**config.mk**
```make
export PLATFORM = sky130hd
export DESIGN_NAME = kanagawa_hal_multichannel_fifo
export DESIGN_NICKNAME = d
export VERILOG_FILES = /design/src/rtl/kanagawa_hal_mcfifo_pkg.sv /design/src/rtl/kanagawa_hal_rr_arbiter.sv /design/src/rtl/kanagawa_hal_multichannel_fifo.sv
export SDC_FILE = /design/constraint.sdc
export NUM_CORES = 1
export LEC_CHECK = 0
export BUFFER_PORTS_ARGS = -buffer_cell sky130_fd_sc_hd__buf_2
export CAP_MARGIN = 0
export CORE_UTILIZATION = 30
export CTS_BUF_LIST = sky130_fd_sc_hd__clkbuf_8
export CTS_CLUSTER_SIZE = 24
export DETAILED_ROUTE_END_ITERATION = 8
export PLACE_DENSITY_LB_ADDON = 0.3
export SLEW_MARGIN = 25
export SYNTH_ARGS = -nofsm -noshare
export SYNTH_HDL_FRONTEND = slang
export SYNTH_SLANG_ARGS = --single-unit
export TNS_END_PERCENT = 20
```
**constraint.sdc**
```tcl
create_clock -name clk -period 6.19 [get_ports clk]
set_input_delay 1.238 -clock clk [delete_from_list [all_inputs] [get_ports clk]]
set_output_delay 1.238 -clock clk [all_outputs]
set_load 0.005 [all_outputs]
```
**src/rtl/kanagawa_hal_mcfifo_pkg.sv**
```systemverilog
// Shared helpers for the multichannel FIFO: width derivation, explicit pointer
// wrap and circular first-set-bit search used by the read arbiter.
package kanagawa_hal_mcfifo_pkg;

  localparam int unsigned MAX_CHANNELS = 32;
  localparam int unsigned MAX_IDX_W    = 5;

  function automatic int unsigned chan_width(input int unsigned n);
    return (n < 2) ? 1 : $clog2(n);
  endfunction

  function automatic int unsigned cnt_width(input int unsigned depth);
    return $clog2(depth + 1);
  endfunction

  // DEPTH need not be a power of two, so wrap is an explicit compare.
  function automatic int unsigned next_ptr(input int unsigned ptr, input int unsigned depth);
    return (ptr >= depth - 1) ? 0 : ptr + 1;
  endfunction

  function automatic int unsigned rr_pick(input logic [MAX_CHANNELS-1:0] vec,
                                          input int unsigned start,
                                          input int unsigned n);
    int unsigned idx;
    logic        found;
    rr_pick = 0;
    found   = 1'b0;
    for (int unsigned i = 0; i < MAX_CHANNELS; i++) begin
      if (i < n && !found) begin
        idx = (start + i) % n;
        if (vec[idx[MAX_IDX_W-1:0]]) begin
          rr_pick = idx;
          found   = 1'b1;
        end
      end
    end
  endfunction

endpackage

```
**src/rtl/kanagawa_hal_rr_arbiter.sv**
```systemverilog
// Read-side channel selector. Round-robin from rr_q by default; with
// KANAGAWA_MCFIFO_STRICT_PRIORITY_EN defined, lowest non-empty index wins.
module kanagawa_hal_rr_arbiter
  import kanagawa_hal_mcfifo_pkg::*;
#(
  parameter int CHANNELS = 4,
  parameter int CHAN_W   = chan_width(CHANNELS)
) (
  input  logic                clk,
  input  logic                rst,
  input  logic [CHANNELS-1:0] req_i,
  input  logic                accept_i,
  output logic                valid_o,
  output logic [CHAN_W-1:0]   grant_o
);

  logic [MAX_CHANNELS-1:0] req_ext;

  assign req_ext = MAX_CHANNELS'(req_i);
  assign valid_o = |req_i;

`ifdef KANAGAWA_MCFIFO_STRICT_PRIORITY_EN
  logic unused_ok;
  assign unused_ok = ^{clk, rst, accept_i};
  assign grant_o   = CHAN_W'(rr_pick(req_ext, 0, CHANNELS));
`else
  logic [CHAN_W-1:0] rr_q;

  assign grant_o = CHAN_W'(rr_pick(req_ext, 32'(rr_q), CHANNELS));

  always_ff @(posedge clk or posedge rst) begin
    if (rst) begin
      rr_q <= '0;
    end else if (accept_i) begin
      rr_q <= (grant_o == CHAN_W'(CHANNELS - 1)) ? '0 : grant_o + 1'b1;
    end
  end
`endif

endmodule

```
**src/rtl/kanagawa_hal_multichannel_fifo.sv**
```systemverilog
// CHANNELS logical ready/valid queues partitioned statically in one shared array.
// Define KANAGAWA_MCFIFO_STRICT_PRIORITY_EN for fixed-priority read selection.
module kanagawa_hal_multichannel_fifo
  import kanagawa_hal_mcfifo_pkg::*;
#(
  parameter int CHANNELS           = 4,
  parameter int CHAN_W             = chan_width(CHANNELS),
  parameter int DEPTH              = 6,
  parameter int CNT_W              = cnt_width(DEPTH),
  parameter int WIDTH              = 32,
  parameter int ALMOSTFULL_ENTRIES = 1,
  parameter int USE_LUTRAM         = 1
) (
  input  logic                      clk,
  input  logic                      rst,
  input  logic                      input_valid,
  output logic                      input_ready,
  input  logic [CHAN_W-1:0]         input_chan,
  input  logic [WIDTH-1:0]          input_data,
  output logic                      output_valid,
  input  logic                      output_ready,
  output logic [CHAN_W-1:0]         output_chan,
  output logic [WIDTH-1:0]          output_data,
  output logic [CHANNELS*CNT_W-1:0] chan_usedw,
  output logic [CHANNELS-1:0]       chan_almost_full,
  output logic [CHANNELS-1:0]       chan_full
);

  localparam int PTR_W  = $clog2(DEPTH);
  localparam int ADDR_W = $clog2(CHANNELS * DEPTH);

  if (USE_LUTRAM == 0) begin : g_bad_cfg
    $error("kanagawa_hal_multichannel_fifo: USE_LUTRAM=0 is not supported");
  end

  logic [WIDTH-1:0] mem_q [CHANNELS*DEPTH];
  logic [PTR_W-1:0] wr_ptr_q [CHANNELS];
  logic [PTR_W-1:0] wr_ptr_d [CHANNELS];
  logic [PTR_W-1:0] rd_ptr_q [CHANNELS];
  logic [PTR_W-1:0] rd_ptr_d [CHANNELS];
  logic [CNT_W-1:0] count_q  [CHANNELS];
  logic [CNT_W-1:0] count_d  [CHANNELS];

  logic [CHANNELS-1:0] not_empty;
  logic [CHAN_W-1:0]   sel;
  logic                wr_en;
  logic                rd_en;
  logic                full_sel;
  logic [ADDR_W-1:0]   wr_addr;
  logic [ADDR_W-1:0]   rd_addr;

  kanagawa_hal_rr_arbiter #(
    .CHANNELS (CHANNELS),
    .CHAN_W   (CHAN_W)
  ) u_arb (
    .clk      (clk),
    .rst      (rst),
    .req_i    (not_empty),
    .accept_i (rd_en),
    .valid_o  (output_valid),
    .grant_o  (sel)
  );

  always_comb begin
    not_empty = '0;
    full_sel  = 1'b0;
    for (int unsigned c = 0; c < CHANNELS; c++) begin
      not_empty[c]                  = (count_q[c] != '0);
      chan_full[c]                  = (32'(count_q[c]) == DEPTH);
      // Threshold may be <= 0, so compare with the margin on the count side.
      chan_almost_full[c]           = (32'(count_q[c]) + ALMOSTFULL_ENTRIES >= DEPTH);
      chan_usedw[c*CNT_W +: CNT_W]  = count_q[c];
      if (input_chan == CHAN_W'(c)) full_sel = chan_full[c];
    end
  end

  assign input_ready = ~rst & ~full_sel;
  assign wr_en       = input_valid & input_ready;
  assign rd_en       = output_valid & output_ready;
  assign output_chan = sel;
  assign wr_addr     = ADDR_W'(32'(input_chan) * DEPTH + 32'(wr_ptr_q[input_chan]));
  assign rd_addr     = ADDR_W'(32'(sel) * DEPTH + 32'(rd_ptr_q[sel]));
  assign output_data = mem_q[rd_addr];

  always_comb begin
    for (int unsigned c = 0; c < CHANNELS; c++) begin
      logic wr_c;
      logic rd_c;
      wr_c        = wr_en && (input_chan == CHAN_W'(c));
      rd_c        = rd_en && (sel == CHAN_W'(c));
      wr_ptr_d[c] = wr_c ? PTR_W'(next_ptr(32'(wr_ptr_q[c]), DEPTH)) : wr_ptr_q[c];
      rd_ptr_d[c] = rd_c ? PTR_W'(next_ptr(32'(rd_ptr_q[c]), DEPTH)) : rd_ptr_q[c];
      count_d[c]  = count_q[c] + CNT_W'(wr_c) - CNT_W'(rd_c);
    end
  end

  always_ff @(posedge clk or posedge rst) begin
    if (rst) begin
      for (int unsigned c = 0; c < CHANNELS; c++) begin
        wr_ptr_q[c] <= '0;
        rd_ptr_q[c] <= '0;
        count_q[c]  <= '0;
      end
    end else begin
      for (int unsigned c = 0; c < CHANNELS; c++) begin
        wr_ptr_q[c] <= wr_ptr_d[c];
        rd_ptr_q[c] <= rd_ptr_d[c];
        count_q[c]  <= count_d[c];
      end
    end
  end

  always_ff @(posedge clk) begin
    if (wr_en) mem_q[wr_addr] <= input_data;
  end

endmodule

```
==> out/qor.yml <==
worst_setup_path:
  crit_path_end_kind: "output pin"
  path_max_fanout: 18
  rrSetupSlack_ns: 2.15
  r2r_cells: 11
  crit_type: "reg -> out"
  r2r_end: "mem_q[2][31]"
  required_ns: 4.95
  r2r-start: "chan_usedw[3]"
  cp-start-kind: "flip-flop"
  arrival_ns: 4.74
timing:
  finalClockSkew_ns: 0.0383
  hold_violations: 0
  drv_slew: 0
  tightestPinTransition_ns: 0.787
  period_share: 0.966
  slew_headroom: 0.475
  worst_slack_ns: 0.213
  tns_ns: 0
  setup_viol: 0
  period_minus_slack_ns: 5.98
  holdWs_ns: 0.523
  fmax_mhz: 167
floorplanning:
  dieArea_um2: 110000
  die_w_um: 332
  rows: 120
  die_y_um: 332
  ios: 94
  start_util: 0.304
  core_area_um2: 107000
clock_network:
  clock-sinks: 806
  clock_latency_ns: 0.77
  numCtsBuffers: 118
  cts-root-buf: "clkbuf_8"
  cts_tree: "yes"
  htreeDepth: 3
  clk_pin_slew_ns: 0.07
  clk_path_buf_depth: 3
yosys:
  synth_edf_count: 768
  ys_async_sr_fraction: 0.0471
  synth_fp_nets: 2457
  synth_area_per_cell_um2: 13.8
  synth_flop_cell: "edfxtp_1"
  netlist_instances: 2356
  yosysSeqAreaShare: 0.737
  synth.distinct_cells: 50
  synth_seq_cells: 806
  ys_warn_count: 0
  synth_area_um2: 32600
min_path:
  min_path_cells: 1
  min-delay-path-class: "reg -> reg"
  hold_end: "rd_ptr_q[8]"
  hold_start: "rd_ptr_q[8]"
place:
  pre_cts_slack_ns: 0.323
  io_buffer_count: 93
  gp_congestion: 0.762
  dpl_cell_area_um2: 35400
  hpwl_um: 47800
global_route:
  grt-ovfl-total: 0
  grt_max_degree: 86
  first_global_vias: 20400
  grt_pass1_wl_um: 132000
  track_usage: 0.160
  antenna_found_initial: 5
route:
  drc_errors: 0
  wire_per_inst_um: 22.3
  drt-initial-drc-count: 1800
  dr.pass1.iters: 5
  vias: 20000
  wirelength_um: 89800
  postRouteAntennaNets: 0
  avgViaCountPerCell: 4.97
layout:
  final_common_cell: "edfxtp_1"
  final_area_um2: 38000
  drive_gt1_frac: 0.153
  layout.nets: 2640
  syn2layout_area_growth_pct: 16.7
  final_cell_mix: "edfxtp_1, nand2_1, nand3_1"
outcome:
  status: "complete, no violations"
job:
  cap_violations: 0
==> stage by stage <==
| step | util | instances |
|---|---|---|
| CTS | 0.351 | 4017 |
| global placement | 0.329 | 3794 |
| floorplan | - | 2356 |
| global route | 0.354 | 4032 |
| detailed placement | 0.329 | 3794 |
| finish | 0.354 | 4032 |
==> synthesized netlist by cell type (32+ instances only) <==
| master | count | area, um^2 |
|---|---|---|
| inv_1 | 47 | 176 |
| edfxtp_1 | 768 | 23100 |
| mux2i_1 | 121 | 1210 |
| nand4_1 | 32 | 200 |
| ha_1 | 57 | 713 |
| o21ai_0 | 37 | 185 |
| nand2_1 | 575 | 2160 |
| nand3_1 | 247 | 1240 |
| clkbuf_1 | 71 | 267 |
| a31oi_1 | 78 | 488 |
| a22oi_1 | 46 | 345 |
| nor2_1 | 34 | 128 |
| dfrtp_1 | 38 | 951 |
==> how the worst max path moves through the flow <==
stage | endpoint | cells past startpoint | slack [ns] | from
finish | output_data[12] | 20 | 0.21 | chan_usedw[7]
global route | output_data[20] | 20 | -0.02 | chan_usedw[7]
CTS | output_data[1] | 19 | 0.002 | chan_usedw[7]
floorplan | output_data[1] | 18 | 1.30 | chan_usedw[1]
global placement | output_data[22] | 16 | 0.40 | chan_usedw[7]
detailed placement | output_data[22] | 16 | 0.32 | chan_usedw[7]
==> metal layers <==
| layer | GRT usage | wire length [um] | up-vias |
|---|---|---|---|
| li1 | - | - | 9092 |
| met1 | 0.199 | 37600 | 10200 |
| met2 | 0.277 | 45100 | 622 |
| met3 | 0.0252 | 4630 | 169 |
| met4 | 0.0607 | 2560 | 6 |
| met5 | 0 | 38 | - |
==> critical path, stage by stage, from the launching register on <==
cell and delay, ns:
dfrtp_2 0.45, inv_1 0.10, ha_1 0.19, nor2b_2 0.22, a211oi_2 0.09, buf_4 0.16
a211oi_4 0.24, buf_4 0.18, buf_4 0.11, nand2_1 0.04, and2_1 0.17, inv_1 0.07
fa_2 0.49, buf_12 0.18, nor2b_4 0.26, buf_6 0.22, buf_16 0.19, a22oi_1 0.12
nand3_1 0.11, nand3_1 0.19, buf_2 0.19
==> flip-flops by register name (all words and copies together) (netlist names) <==
signal      count
u_arb.rr_q      2
wr_ptr_q       12
rd_ptr_q       12
chan_usedw     12
mem_q         768
==> area by class of cell <==
type | count | area (um^2)
Antenna cell | 1 | 2.50
Clock buffer | 120 | 1650
Clock inverter | 89 | 469
Fill cell | 10200 | 69300
Inverter | 48 | 180
Multi-Input combinational cell | 1380 | 8260
Sequential cell | 806 | 24000
Tap cell | 1403 | 1760
Timing Repair Buffer | 185 | 1680
==> logic make-up (layout without fill, tap and decap cells) <==
group                    after synthesis  count (layout)  share of synthesized area
AND/OR/NAND/NOR                      940             944                      0.125
flip-flops                           806             806                      0.737
AO/OA/AOI/OAI                        235             236                     0.0468
buffers and inverters                175             442                     0.0234
multiplexers                         125             125                     0.0396
adder cells (fa/ha/maj)               63              63                     0.0256
XOR/XNOR                              12              12                    0.00323
other                                  0               1                          0
==> what timing repair did <==
action | in CTS | in global routing
pin swaps | 3 | 5
hold buffers | 0 | 0
setup buffers | 10 | 10
cloned | 4 | 4
endpoints found under the setup margin | 32 | 32
gates resized for setup | 14 | 36
Power is left out: the tool's default activity adds up to more than one toggle a clock period on the data nets, which glitch-free logic cannot reach.
